## src/rtl/mem_block_reader.sv

```systemverilog
// Block reader: streams len consecutive words from a 1-cycle-latency synchronous RAM
// onto a valid/ready output, then pulses done. All outputs come straight from flops.
module mem_block_reader #(
  parameter int AW = 8,
  parameter int DW = 8,
  parameter int LW = 8
) (
  input  logic          clk,
  input  logic          clr_n,
  input  logic          start,
  input  logic [AW-1:0] base_addr,
  input  logic [LW-1:0] len,
  output logic          busy,
  output logic          done,
  output logic          mem_en,
  output logic [AW-1:0] mem_addr,
  input  logic [DW-1:0] mem_rdata,
  output logic [DW-1:0] out_data,
  output logic          out_valid,
  input  logic          out_ready
);

  // state | meaning
  // IDLE  | waiting for start; len=0 requests only pulse done
  // READ  | mem_en high for exactly one cycle at addr
  // CAPT  | RAM data arrives; registered into out_data at the end of this cycle
  // HOLD  | word presented until the consumer accepts it
  typedef enum logic [1:0] {ST_IDLE, ST_READ, ST_CAPT, ST_HOLD} state_t;

  state_t        state_q, state_d;
  logic [AW-1:0] addr_q, addr_d;
  logic [LW-1:0] remain_q, remain_d;
  logic          mem_en_q, mem_en_d;
  logic [AW-1:0] mem_addr_q, mem_addr_d;
  logic [DW-1:0] out_data_q, out_data_d;
  logic          out_valid_q, out_valid_d;
  logic          done_q, done_d;
  logic          busy_q, busy_d;

  always_ff @(posedge clk or negedge clr_n) begin
    if (!clr_n) begin
      state_q     <= ST_IDLE;
      addr_q      <= '0;
      remain_q    <= '0;
      mem_en_q    <= 1'b0;
      mem_addr_q  <= '0;
      out_data_q  <= '0;
      out_valid_q <= 1'b0;
      done_q      <= 1'b0;
      busy_q      <= 1'b0;
    end else begin
      state_q     <= state_d;
      addr_q      <= addr_d;
      remain_q    <= remain_d;
      mem_en_q    <= mem_en_d;
      mem_addr_q  <= mem_addr_d;
      out_data_q  <= out_data_d;
      out_valid_q <= out_valid_d;
      done_q      <= done_d;
      busy_q      <= busy_d;
    end
  end

  // Outputs are computed one cycle ahead so they can be registered without extra latency.
  always_comb begin
    state_d     = state_q;
    addr_d      = addr_q;
    remain_d    = remain_q;
    mem_en_d    = 1'b0;
    mem_addr_d  = mem_addr_q;
    out_data_d  = out_data_q;
    out_valid_d = out_valid_q;
    done_d      = 1'b0;
    busy_d      = busy_q;

    unique case (state_q)
      ST_IDLE: begin
        if (start) begin
          if (len != '0) begin
            addr_d     = base_addr;
            remain_d   = len;
            mem_en_d   = 1'b1;
            mem_addr_d = base_addr;
            busy_d     = 1'b1;
            state_d    = ST_READ;
          end else begin
            done_d = 1'b1;
          end
        end
      end
      ST_READ: begin
        state_d = ST_CAPT;
      end
      ST_CAPT: begin
        out_data_d  = mem_rdata;
        out_valid_d = 1'b1;
        state_d     = ST_HOLD;
      end
      ST_HOLD: begin
        if (out_valid_q && out_ready) begin
          out_valid_d = 1'b0;
          if (remain_q == LW'(1)) begin
            done_d  = 1'b1;
            busy_d  = 1'b0;
            state_d = ST_IDLE;
          end else begin
            // address wraps modulo 2^AW by plain overflow
            remain_d   = remain_q - LW'(1);
            addr_d     = addr_q + AW'(1);
            mem_en_d   = 1'b1;
            mem_addr_d = addr_q + AW'(1);
            state_d    = ST_READ;
          end
        end
      end
      default: begin
        state_d = ST_IDLE;
      end
    endcase
  end

  assign busy      = busy_q;
  assign done      = done_q;
  assign mem_en    = mem_en_q;
  assign mem_addr  = mem_addr_q;
  assign out_data  = out_data_q;
  assign out_valid = out_valid_q;

endmodule

```

## config.mk

```make
export PLATFORM = sky130hd
export DESIGN_NAME = mem_block_reader
export DESIGN_NICKNAME = d
export VERILOG_FILES = /design/src/rtl/mem_block_reader.sv
export SDC_FILE = /design/constraint.sdc
export NUM_CORES = 1
export LEC_CHECK = 0
export ABC_AREA = 1
export ABC_CLOCK_PERIOD_IN_PS = 3400
export CAP_MARGIN = 20
export CORE_AREA = 3 3 75 59
export DETAILED_ROUTE_END_ITERATION = 10
export DIE_AREA = 0 0 78 62
export PLACE_DENSITY = 0.8
export SYNTH_ARGS = -nofsm -noshare
export SYNTH_HDL_FRONTEND = slang
export SYNTH_SLANG_ARGS = --single-unit
```

## constraint.sdc

```tcl
create_clock -name clk -period 3.4 [get_ports clk]
set_input_delay 0.51 -clock clk [delete_from_list [all_inputs] [get_ports clk]]
set_output_delay 0.51 -clock clk [all_outputs]
set_load 0.02 [all_outputs]
```

==> run_results.csv <==
group,metric,value,unit
job,maxCapViolCount,0,
sta,finalHoldViolCount,0,
drt,ant_nets,0,
layout,diodes,0,
layout,post-route-util,67.7,%
clocking,clkLatencyLatePin,0.29,ns
floorplan,fp.dieH,62,um
place,gp_congestion,0.859,
place,post-place-ws,1.33,ns
drt,wl_per_cell,11.4,um
logic_synthesis,synth_top_area_share,40.1,%
sta,finalCritPeriodShare,61.1,%
power,power.leakage,1.28,nW
logic_synthesis,synth_area_leaders,"dfrtp_1 (40%), nand2_1 (27%), nand3_1 (4.8%), nor2_1 (4.6%), inv_1 (4.2%)",
grt,grt_pass1_vias,1585,
drt,drtIter0Drc,113,
clocking,post-cts-setup-buffers,0,
clocking,clk_pin_slew_worst_paths,0.07,ns
power,powerDensity,997,nW/um^2
sta,rsz0062_at_grt,"no",
clocking,clockBufferDepth,2,
sta,fin_ws,1.32,ns
critical_path,cp.required,3.63,ns
clocking,cts_resized,0,
logic_synthesis,ys_seq_area_share,40.1,%
grt,gr-total-overflow,0,
drt,viasPerCell,4.85,
power,ir_drop,0.000755,V
hold_path,hold_path_depth,2,
floorplan,ios,48,
logic_synthesis,netlist_instances,277,
floorplan,rows,19,
layout,syn_to_final_growth,34.2,%
logic_synthesis,ys_types,22,
clocking,numCtsBuffers,5,
sta,drv_slew,0,
layout,layout.cells.most_common,"nand2_1",
sta,period_needed,2.08,ns
status,status,"complete, no violations",
critical_path,worst_setup_path_start_kind,"register",
clocking,cts_root_buffer,"clkbuf_8",
sta,finClkSkew,0.00578,ns
drt,vias,1839,
power,power,2.50,mW
place,placed_cell_area,2370,um^2
critical_path,cp_max_fo,23,
drt,drc,0,
clocking,cts_tree,"done",
grt,grt_usage,19.2,%
critical_path,crit_arrival,2.31,ns
floorplan,dieWidth,78,um
clocking,htree_levels,2,
logic_synthesis,synth.avg_cell_area,6.76,um^2
drt,drt-total-wl,4.33,mm
clocking,clock_sinks,30,
grt,antenna_found_initial,0,
logic_synthesis,synth_top_cell_by_area,"dfrtp_1",
hold_path,hold_class,"register to register",
sta,finalSetupTns,0,ns
sta,slew_headroom,57.4,%
critical_path,crit_type,"register to register",
sta,finalSetupViolCount,0,
place,place_inst,371,
sta,holdWs,0.472,ns
grt,grt_start_max_net_pins,31,
place,hpwl,3.06,mm
floorplan,dieArea,4840,um^2
floorplan,fp.coreArea,3710,um^2
critical_path,worst_r2r_path_depth,8,
sta,tightestPinTransition,0.639,ns
logic_synthesis,synth.ff_latch_count,30,
grt,grt_first_pass_wirelength,7.17,mm
place,portBuffers,47,
logic_synthesis,yosysWarnings,0,
critical_path,critPathCaptureType,"register",
logic_synthesis,syn_nets,311,
logic_synthesis,syn-cell-area,1870,um^2
sta,max_freq,0.481,GHz
layout,final_cell_mix,"nand2_1 (136), clkdlybuf4s50_1 (47), dfrtp_1 (30)",
layout,final_cells,379,
drt,detail_route.first_pass.iterations,4,
layout,final_nets,360,
floorplan,start_util,50.5,%
layout,stdcell_area,2510,um^2
layout,drive_gt1_share,7.34,%
clocking,hold_buffers,0,
flip-flops by register name (all words and copies together), names as in the netlist:
signal and flops:
remain_q 8, mem_en 1, mem_addr 8, out_valid 1, busy 1, out_data 8, state_q 2, done 1
routing by layer:
layer  part of all wire (%)  global-route usage, %  vias up
li1                       -                      -      952
met1                     48                   25.7      816
met2                     44                   31.0       64
met3                    6.0                   4.03        7
met4                    1.4                   8.23        0
met5                      0                      0        -
synth_stat cells:
cell      count
inv_2         1
nand3_1      18
nand2_2       4
inv_1        21
clkbuf_1      3
o21bai_1      5
nor2_1       23
nor2_4        1
buf_6         2
ha_1          6
nand3_4       1
nand4_1       1
a21oi_1       4
nand2_1     136
nor2_2        5
o21ai_0      10
or2_2         2
buf_8         1
nand3b_1      1
dfrtp_1      30
clkinv_1      1
buf_2         1
worst max-delay path: stages (launching register included):
cell,delay [ns]
dfrtp_1,0.38
ha_1,0.58
inv_1,0.08
buf_4,0.23
nor2_2,0.16
nor2_2,0.06
nor2_4,0.33
nand2_1,0.09
nand2_1,0.08
kinds of logic after synthesis:
group | after synthesis | share of synthesized area [%]
compound gates | 19 | 5.75
fa+ha+maj | 6 | 4.01
buf+inv | 30 | 7.49
flops | 30 | 40.1
simple gates | 192 | 42.6
final cells by class:
cell class	instances	area, um^2
Inverter	23	86.3
Clock buffer	6	82.6
Sequential cell	30	751
Multi-Input combinational cell	217	981
Timing Repair Buffer	49	485
Clock inverter	2	60.1
Fill cell	321	1200
Tap cell	52	65.1
final timing paths:
path,from,end,slack [ns]
max reg2reg,state_q[1],mem_addr[0],1.32
min in group asynchronous,clr_n,mem_addr[5],0.62
max in group asynchronous,clr_n,done,2.49
min,out_data[7],out_data[7],0.47
min reg2reg,out_data[7],out_data[7],0.47
max,state_q[1],mem_addr[0],1.32
where the power goes:
part | switching, mW | internal (mW)
registers | 0.164 | 0.534
logic | 0.815 | 0.537
clock network | 0.143 | 0.313
Note: power is estimated with default switching activity, not from simulation.
